--- config.mk ---
export PLATFORM = sky130hd
export DESIGN_NAME = rom_arbiter_flat
export DESIGN_NICKNAME = d
export VERILOG_FILES = /design/src/rtl/rom_arb_pkg.sv /design/src/rtl/rom_arbiter_if.sv /design/src/rtl/rom_arb_pick.sv /design/src/rtl/rom_arbiter.sv /design/src/flat_wrapper.sv
export SDC_FILE = /design/constraint.sdc
export NUM_CORES = 1
export LEC_CHECK = 0
export CORE_MARGIN = 5
export CORE_UTILIZATION = 36
export DETAILED_ROUTE_END_ITERATION = 7
export PLACE_DENSITY = 0.78
export SYNTH_ARGS = -nofsm -noshare
export SYNTH_HDL_FRONTEND = slang
export SYNTH_SLANG_ARGS = --single-unit
--- constraint.sdc ---
create_clock -name clk -period 1.46 [get_ports clk]
set_clock_uncertainty 0.15 [all_clocks]
set_input_delay 0.219 -clock clk [delete_from_list [all_inputs] [get_ports clk]]
set_output_delay 0.219 -clock clk [all_outputs]
set_load 0.01 [all_outputs]
--- src/rtl/rom_arb_pkg.sv ---
// rom_arb_pkg: shared types and constants for the two-port ROM arbiter.
// The round-robin policy is enabled by defining ROM_ARB_RR_EN.
package rom_arb_pkg;

  typedef enum logic [1:0] {
    IDLE    = 2'd0,
    SETUP   = 2'd1,
    READ    = 2'd2,
    CAPTURE = 2'd3
  } arb_state_t;

  typedef logic req_id_t;

  localparam req_id_t REQ_ID0 = 1'b0;
  localparam req_id_t REQ_ID1 = 1'b1;

  // Edges from grant to valid data: SETUP, READ, CAPTURE
  localparam int ARB_ACCESS_CYCLES = 3;

endpackage

--- src/rtl/rom_arbiter_if.sv ---
// rom_arbiter_if: requester-side handshake bus of the ROM arbiter.
// master = requesters (drive req/adr), slave = arbiter (drives gnt/vld/rdata/busy).
interface rom_arbiter_if #(
  parameter int ROM_DATASIZE = 8,
  parameter int ROM_ADRSIZE  = 5
);

  logic                    req0;
  logic                    req1;
  logic [ROM_ADRSIZE-1:0]  adr0;
  logic [ROM_ADRSIZE-1:0]  adr1;
  logic                    gnt0;
  logic                    gnt1;
  logic                    vld0;
  logic                    vld1;
  logic [ROM_DATASIZE-1:0] rdata;
  logic                    busy;

  modport master (
    output req0, req1, adr0, adr1,
    input  gnt0, gnt1, vld0, vld1, rdata, busy
  );

  modport slave (
    input  req0, req1, adr0, adr1,
    output gnt0, gnt1, vld0, vld1, rdata, busy
  );

endinterface

--- src/rtl/rom_arb_pick.sv ---
// rom_arb_pick: combinational winner selection between the two requesters.
// With ROM_ARB_RR_EN defined, a "last served" pointer breaks ties in favour of
// the other port; otherwise port 0 always wins a tie and no state exists.
module rom_arb_pick
  import rom_arb_pkg::*;
(
`ifdef ROM_ARB_RR_EN
  input  logic    clk,
  input  logic    rst_n,
  input  logic    take,
`endif
  input  logic    req0,
  input  logic    req1,
  output logic    win_any,
  output req_id_t win_id
);

`ifdef ROM_ARB_RR_EN
  req_id_t last_q;

  // Remember who was granted last; reset value makes port 0 win the first tie
  always_ff @(posedge clk or negedge rst_n) begin
    if (!rst_n) begin
      last_q <= REQ_ID1;
    end else if (take) begin
      last_q <= win_id;
    end
  end

  // Tie goes to the port not served last; a lone requester always wins
  always_comb begin
    win_any = req0 | req1;
    win_id  = REQ_ID0;
    if (req0 && req1) begin
      win_id = (last_q == REQ_ID1) ? REQ_ID0 : REQ_ID1;
    end else if (req1) begin
      win_id = REQ_ID1;
    end
  end
`else
  // Fixed priority: port 1 wins only when port 0 is not requesting
  always_comb begin
    win_any = req0 | req1;
    win_id  = (!req0 && req1) ? REQ_ID1 : REQ_ID0;
  end
`endif

endmodule

--- src/rtl/rom_arbiter.sv ---
// rom_arbiter: shares one single-port ROM between two requesters using a
// fixed IDLE -> SETUP -> READ -> CAPTURE sequence per access.
// Define ROM_ARB_RR_EN for round-robin ties; default is fixed priority (port 0).
module rom_arbiter
  import rom_arb_pkg::*;
#(
  parameter int ROM_DATASIZE = 8,
  parameter int ROM_ADRSIZE  = 5
) (
  input  logic                    clk,
  input  logic                    rst_n,
  rom_arbiter_if.slave            bus,
  output logic [ROM_ADRSIZE-1:0]  rom_adr,
  output logic                    rom_oe,
  output logic                    rom_cs,
  input  logic [ROM_DATASIZE-1:0] rom_data
);

  arb_state_t              state_q;
  arb_state_t              state_d;
  logic                    take;
  logic                    busy;
  logic                    win_any;
  req_id_t                 win_id;
  req_id_t                 owner_q;
  logic                    gnt0_q;
  logic                    gnt1_q;
  logic                    vld0_q;
  logic                    vld1_q;
  logic [ROM_DATASIZE-1:0] rdata_q;

  rom_arb_pick u_pick (
`ifdef ROM_ARB_RR_EN
    .clk     (clk),
    .rst_n   (rst_n),
    .take    (take),
`endif
    .req0    (bus.req0),
    .req1    (bus.req1),
    .win_any (win_any),
    .win_id  (win_id)
  );

  // State register; reset abandons any access in flight
  always_ff @(posedge clk or negedge rst_n) begin
    if (!rst_n) begin
      state_q <= IDLE;
    end else begin
      state_q <= state_d;
    end
  end

  // Next state and ROM strobes decoded from the current state
  always_comb begin
    state_d = state_q;
    take    = 1'b0;
    rom_cs  = 1'b1;
    rom_oe  = 1'b0;
    busy    = 1'b1;
    case (state_q)
      IDLE: begin
        busy = 1'b0;
        if (win_any) begin
          take    = 1'b1;
          state_d = SETUP;
        end
      end
      SETUP: begin
        rom_cs  = 1'b0;
        state_d = READ;
      end
      READ: begin
        rom_cs  = 1'b0;
        rom_oe  = 1'b1;
        state_d = CAPTURE;
      end
      CAPTURE: begin
        state_d = IDLE;
      end
      default: begin
        state_d = IDLE;
      end
    endcase
  end

  // Grant/valid pulses, latched address and owner, and the captured word
  always_ff @(posedge clk or negedge rst_n) begin
    if (!rst_n) begin
      gnt0_q  <= 1'b0;
      gnt1_q  <= 1'b0;
      vld0_q  <= 1'b0;
      vld1_q  <= 1'b0;
      owner_q <= REQ_ID0;
      rom_adr <= '0;
      rdata_q <= '0;
    end else begin
      gnt0_q <= take && (win_id == REQ_ID0);
      gnt1_q <= take && (win_id == REQ_ID1);
      vld0_q <= (state_q == CAPTURE) && (owner_q == REQ_ID0);
      vld1_q <= (state_q == CAPTURE) && (owner_q == REQ_ID1);
      if (take) begin
        rom_adr <= (win_id == REQ_ID1) ? bus.adr1 : bus.adr0;
        owner_q <= win_id;
      end
      if (state_q == CAPTURE) begin
        rdata_q <= rom_data;
      end
    end
  end

  assign bus.gnt0  = gnt0_q;
  assign bus.gnt1  = gnt1_q;
  assign bus.vld0  = vld0_q;
  assign bus.vld1  = vld1_q;
  assign bus.rdata = rdata_q;
  assign bus.busy  = busy;

endmodule

--- src/flat_wrapper.sv ---
// flat-port wrapper written by rule: the top's interface ports become plain ports
module rom_arbiter_flat import rom_arb_pkg::*;
#(
  parameter int ROM_DATASIZE = 8,
  parameter int ROM_ADRSIZE  = 5
)
  (clk, rst_n, rom_adr, rom_oe, rom_cs, rom_data, bus_req0, bus_req1, bus_adr0, bus_adr1, bus_gnt0, bus_gnt1, bus_vld0, bus_vld1, bus_rdata, bus_busy);
  rom_arbiter_if #(.ROM_DATASIZE(ROM_DATASIZE), .ROM_ADRSIZE(ROM_ADRSIZE)) bus_i ();
  input  logic clk;
  input  logic rst_n;
  output logic [ROM_ADRSIZE-1:0] rom_adr;
  output logic rom_oe;
  output logic rom_cs;
  input  logic [ROM_DATASIZE-1:0] rom_data;
  input wire logic [$bits(bus_i.req0)-1:0] bus_req0;
  input wire logic [$bits(bus_i.req1)-1:0] bus_req1;
  input wire logic [$bits(bus_i.adr0)-1:0] bus_adr0;
  input wire logic [$bits(bus_i.adr1)-1:0] bus_adr1;
  output wire logic [$bits(bus_i.gnt0)-1:0] bus_gnt0;
  output wire logic [$bits(bus_i.gnt1)-1:0] bus_gnt1;
  output wire logic [$bits(bus_i.vld0)-1:0] bus_vld0;
  output wire logic [$bits(bus_i.vld1)-1:0] bus_vld1;
  output wire logic [$bits(bus_i.rdata)-1:0] bus_rdata;
  output wire logic [$bits(bus_i.busy)-1:0] bus_busy;
  assign bus_i.req0 = bus_req0;
  assign bus_i.req1 = bus_req1;
  assign bus_i.adr0 = bus_adr0;
  assign bus_i.adr1 = bus_adr1;
  assign bus_gnt0 = bus_i.gnt0;
  assign bus_gnt1 = bus_i.gnt1;
  assign bus_vld0 = bus_i.vld0;
  assign bus_vld1 = bus_i.vld1;
  assign bus_rdata = bus_i.rdata;
  assign bus_busy = bus_i.busy;
  rom_arbiter #(.ROM_DATASIZE(ROM_DATASIZE), .ROM_ADRSIZE(ROM_ADRSIZE)) u_core (.clk(clk), .rst_n(rst_n), .bus(bus_i), .rom_adr(rom_adr), .rom_oe(rom_oe), .rom_cs(rom_cs), .rom_data(rom_data));
endmodule
==> impl_metrics.ini, run 1 <==
[status]
outcome = finished, violations left
violations = setup timing

[die]
die_w_um = 59.99
initial_core_util = 0.3699
core_um2 = 2432
dieArea_um2 = 3599
row_count = 18
die_h_um = 59.99
ios = 42

[cells_and_area]
area_growth_pct = 70.79
instances_no_fill = 154
nNetsFinal = 151
antenna_cells = 0
final_cell_area_um2 = 1536
layout-drive-gt1-share = 0.3790

[logic_synthesis]
synth_fp_nets = 89
syn_area_um2 = 899.6
ys.flop_type = dfrtp_1
yosys-top-cells-count = dfrtp_1, mux2_2, inv_1, nand4bb_1, ha_1
synth.area.top_cells = dfrtp_1, mux2_2, nand4bb_1, ha_1, o221a_2
synth_edf_count = 0
ys_warn_count = 0
synth.distinct_cells = 20
yosys.area.top_type_share = 0.5563
synthArstFlopShare = 1.000
syn-instance-count = 63
ys_ff_latch = 20
synth_seq_area_share = 0.5563
syn_area_per_cell_um2 = 14.28
synth_most_common_cell = dfrtp_1
synth_largest_area_cell = dfrtp_1

[drt]
vias = 724
avgRoutedWirePerCell_um = 14.41
first_pass_iters = 2
ant_nets = 0
viasPerCell = 4.701
post-route-drc-count = 0
drt-total-wl_um = 2219
initialDrtViolationCount = 9

[power_and_ir_drop]
p_total_mw = 3.000
p_per_area_nw_per_um2 = 1953
peakVddDrop_mv = 1.458
leakagePower_nw = 0.6964

[worst_setup_path]
setup.worst_path.end_class = output port
crit_fanout = 2
cp-startpoint = u_core.state_q[1]$_DFFE_PN0P_
worst_setup_path_start_kind = flip-flop
required_ns = 1.09
cp.arrival_ns = 1.15
path_class = flip-flop to output port
regToRegStartpoint = u_core.state_q[1]$_DFFE_PN0P_

[sta]
finalHoldViolations = 0
tightest_slew_ns = 0.2513
worst_slack_ns = -0.06380
relSlewSlack = 0.8325
final-setup-viol-count = 3
slew_violations = 0
max_freq_mhz = 656.3
rsz0062_at_grt = true
period_needed_ns = 1.524
setup_tns_ns = -0.1315
min_period_over_period = 1.044
fin_hold_ws_ns = 0.09809

[grt]
grt-ovfl-total = 0
busiest_layer = met2
grt_pass1_vias = 797
grt_pass1_wl_um = 3505
grtUsageMet3 = 0.03240
grt_util_met1 = 0.1411
grt_max_degree = 21
antenna_found_initial = 0
grt_use_met2 = 0.2454
track_usage = 0.1343

[clock_tree]
holdBufCountCts = 0
cts.sink_count = 20
clock_tree.root_cell = clkbuf_4
path_clk_slew_ns = 0.12
numCtsBuffers = 3
cts_tree = done
clock_path_buffers = 2
worstSkewPairLatency_ns = 0.30
cts-htree-levels = 1

[place]
dp_cells = 144
hpwl_um = 1676
port_buffers = 41
place_area_um2 = 1421
globalplace.congestion = 0.7396

[worst_hold_path]
hold_class = input port to async pin

[flow_run]
drv_cap = 0
sequential cells by signal (all words and copies together), names as in the netlist:
name              cells
u_core.bus.gnt0       1
u_core.bus.gnt1       1
u_core.bus.rdata      8
u_core.bus.vld0       1
u_core.bus.vld1       1
u_core.owner_q        1
u_core.rom_adr        5
u_core.state_q        2
worst paths after layout:
| check | to | slack (ns) | cells after the start |
|---|---|---|---|
| setup / recovery | rom_cs | -0.06 | 4 |
| max in group asynchronous | u_core.bus.rdata[1]$_DFFE_PN0N_ | 0.85 | 2 |
| setup reg to reg | u_core.state_q[1]$_DFFE_PN0P_ | 0 | 5 |
| hold reg to reg | u_core.bus.vld0$_DFF_PN0_ | 0.30 | 1 |
| min in group clk | u_core.bus.vld0$_DFF_PN0_ | 0.30 | 1 |
| hold / removal | u_core.bus.gnt0$_DFF_PN0_ | 0.1 | 2 |
worst max-delay path, cell delays in order, from the launching register on:
cell     delay [ns]
dfrtp_1        0.42
inv_2          0.09
ha_4           0.20
inv_2          0.05
buf_6          0.09
area by class of cell:
type / instances / area, um2
Sequential cell: 20 / 500.5
Fill cell: 213 / 895.9
Timing Repair Buffer: 60 / 546.8
Multi-Input combinational cell: 35 / 396.6
Clock buffer: 4 / 36.28
Tap cell: 30 / 37.54
Inverter: 5 / 18.77
layout by cell type (no fill, tap or decap):
cell / n
nor3b_4: 1
nand3b_1: 2
a21oi_1: 2
o211a_1: 2
buf_4: 17
nand4bb_1: 5
dlygate4sd2_1: 17
ha_1: 1
mux2i_1: 2
ha_4: 3
buf_6: 4
nand2_2: 1
clkbuf_4: 3
inv_1: 1
nor3b_1: 1
dfrtp_1: 20
clkbuf_8: 1
buf_8: 1
clkdlybuf4s50_1: 21
and2_1: 1
o21a_4: 1
inv_2: 4
nor2b_1: 1
o221a_2: 3
nor2_1: 1
mux2_2: 8
per-layer routing:
layer	wire, um	vias to the layer above
li1	-	347
met1	884	346
met2	1120	27
met3	168	4
met4	44	0
met5	0	-
through the flow:
stage / utilization / worst slack, ns
after global routing: 0.6317 / -0.1179
after global placement: 0.5844 / -0.1767
after floorplan: - / 0.01939
after CTS: 0.6183 / -0.07225
final: 0.6317 / -0.06380
after detailed placement: 0.5844 / -0.2141
where the power goes:
group | switching (mW) | leakage, nW | internal, mW | total [mW]
clock | 0.166 | 0.0210 | 0.152 | 0.318
combinational | 0.711 | 0.438 | 1.04 | 1.75
sequential | 0.120 | 0.238 | 0.813 | 0.933
total | 0.997 | 0.696 | 2.00 | 3.00
kinds of logic after synthesis:
| kind of cell | after synthesis | synth area share |
|---|---|---|
| DFF | 20 | 0.5563 |
| and+or+nand+nor | 13 | 0.1307 |
| muxes | 10 | 0.1224 |
| AOI/OAI and AO/OA | 8 | 0.08762 |
| buffers and inverters | 8 | 0.04729 |
| adders and majority gates | 4 | 0.05564 |
repair_timing:
item | CTS | global route
resized for setup | 45 | 1
setup buffers | 2 | 4
setup endpoints to repair | 33 | 8
pin swaps | 1 | 1
No activity file was read; power rests on OpenSTA's default activity.
==> run 2: changes to the inputs <==
CORE_MARGIN = unset   (was 5)
PLACE_DENSITY = 0.74   (was 0.78)
SKIP_LAST_GASP = 1   (was unset)
==> run 2 against run 1 <==
The run still ends with setup timing left. Total power is 5.0% higher. Register-to-register slack got worse by 0.03 ns. Fmax shrank 1.4%. Via count decreased by 0.97%. Non-clock buffer count rose by 1. First-iteration DRC count shrank 67%. Global-route usage rose by 4.0 points. Die area is 25% lower. Sequential cell count is the same. Critical path type unchanged.
==> impl_metrics.ini, run 2 (synthesis results as in run 1) <==
[status]
outcome = finished, violations left
violations = setup timing

[clock_tree]
clock_tree.root_cell = clkbuf_4
cts-htree-levels = 1
worstSkewPairLatency_ns = 0.29
path_clk_slew_ns = 0.12
numCtsBuffers = 3
cts.sink_count = 20
cts_tree = done
clock_path_buffers = 2

[grt]
antenna_found_initial = 0
grt-ovfl-total = 0
grt_pass1_wl_um = 3401
grt_max_degree = 21
grt_pass1_vias = 779
track_usage = 0.1746

[worst_setup_path]
cp_num_cells = 4
crit_fanout = 2
crit_buf_inv = 3
critPathTopFamily = flip-flops
cp-startpoint = u_core.state_q[1]$_DFFE_PN0P_
path_cells = inv_2 -> ha_4 -> inv_2 -> buf_6
r2r_cells = 5
worst_setup_path_start_kind = flip-flop
setup.worst_path.end_class = output port
crit_path_max_incr_delay_ns = 0.40
crit_end = rom_cs
r2r_setup_slack_ns = -0.03
required_ns = 1.09
crit_path_top_delay_cell = dfrtp_1
rr_endpoint = u_core.state_q[0]$_DFFE_PN0P_
path_class = flip-flop to output port
regToRegStartpoint = u_core.state_q[1]$_DFFE_PN0P_
cp.arrival_ns = 1.18
cpMostUsedCell = inv_2

[drt]
first_pass_iters = 2
viasPerCell = 4.686
post-route-drc-count = 0
vias = 717
ant_nets = 0
avgRoutedWirePerCell_um = 13.47
drt-total-wl_um = 2061
initialDrtViolationCount = 3

[sta]
max_freq_mhz = 646.8
worst_slack_ns = -0.08611
tightest_slew_ns = 0.3160
min_period_over_period = 1.059
final-setup-viol-count = 4
finalHoldViolations = 0
slew_violations = 0
period_needed_ns = 1.546
rsz0062_at_grt = true
relSlewSlack = 0.7887

[flow_run]
drv_cap = 0

[die]
dieArea_um2 = 2703
die_h_um = 51.99
initial_core_util = 0.3953
core_um2 = 2276
row_count = 17
die_w_um = 51.99
ios = 42

[place]
hpwl_um = 1452
place_area_um2 = 1396
port_buffers = 41
globalplace.congestion = 0.7555
dp_slack_ns = -0.2472

[power_and_ir_drop]
p_comb_frac = 0.562
clkPwrFrac = 0.144
netSwitchingFraction = 0.3175
p_switching_mw = 1.000
p_per_area_nw_per_um2 = 2019
p_int_mw = 2.150
sequentialPowerShare = 0.295
peakVddDrop_mv = 1.602
leakagePower_nw = 0.7082

[cells_and_area]
final_common_cell = clkdlybuf4s50_1
final_cell_area_um2 = 1560
largest_reg_flops = 8
nNetsFinal = 152
area_growth_pct = 73.44
layout-drive-gt1-share = 0.3840
final_cell_mix = clkdlybuf4s50_1, dfrtp_1, dlygate4sd2_1, buf_4, mux2_2
antenna_cells = 0
post-route-util = 0.6855

[worst_hold_path]
hold_class = input port to async pin
-- run 2: changes by cell type in the layout (fill, tap and decap cells not counted) --
cell / before / now
buf_6: 4 / 6
buf_8: 1 / 0
bufinv_16: 0 / 1
clkbuf_8: 1 / 0
inv_2: 4 / 3
inv_4: 0 / 1
-- run 2: how the worst min path moves through the flow --
stage	startpoint	endpoint	slack, ns	cells past startpoint
after floorplan	rst_n	u_core.bus.gnt0$_DFF_PN0_	-0.23	0
after global placement	u_core.owner_q$_DFFE_PN0P_	u_core.bus.vld0$_DFF_PN0_	0.28	1
after detailed placement	u_core.owner_q$_DFFE_PN0P_	u_core.bus.vld0$_DFF_PN0_	0.29	1
after CTS	rst_n	u_core.rom_adr[2]$_DFFE_PN0P_	0.09	2
final	rst_n	u_core.rom_adr[2]$_DFFE_PN0P_	0.08	2
after global routing	rst_n	u_core.bus.gnt0$_DFF_PN0_	0.1	2
-- run 2: cell type report --
cell class | count | area [um2]
fill | 181 | 715.7
timing repair buffer | 61 | 554.3
sequential | 20 | 500.5
multi-input combinational | 35 | 396.6
tap | 28 | 35.03
clock inverter | 1 | 30.03
clock buffer | 3 | 22.52
inverter | 5 | 21.27
-- run 2: what timing repair did --
| item | 4_1_cts | 5_1_grt |
|---|---|---|
| hold buffers | 0 | 0 |
| gates resized for setup | 44 | 3 |
| endpoints found under the hold margin | 0 | 0 |
| endpoints found under the setup margin | 33 | 16 |
| pin swaps | 1 | 2 |
| setup buffers | 7 | 3 |
-- run 2: power groups by stage --
stage | Combinational, mW | Sequential, mW | Clock [mW]
5_1_grt | 1.92 | 0.966 | 0.497
6_report | 1.77 | 0.928 | 0.452
2_1_floorplan | 0.626 | 1.05 | 0
4_1_cts | 1.64 | 0.932 | 0.468
3_5_place_dp | 1.53 | 0.944 | 0
3_3_place_gp | 1.47 | 0.939 | 0
-- run 2: stage by stage --
| stage | power, mW | hold WS (ns) | TNS, ns | std cells |
|---|---|---|---|---|
| floorplan | 1.675 | -0.2266 | 0 | 63 |
| global placement | 2.414 | 0.2837 | -1.208 | 139 |
| detailed placement | 2.469 | 0.2891 | -1.748 | 139 |
| CTS | 3.043 | 0.08540 | -0.1577 | 150 |
| global route | 3.377 | 0.09696 | -0.4814 | 153 |
| finish | 3.150 | 0.08458 | -0.1648 | 153 |
-- run 2: routing by layer --
metal | track usage | vias to the layer above | wire length, um
met5 | 0 | - | 0
met1 | 0.1996 | 346 | 825
met4 | 0.08108 | 0 | 38
met2 | 0.3120 | 19 | 1108
li1 | - | 348 | -
met3 | 0.02924 | 4 | 89
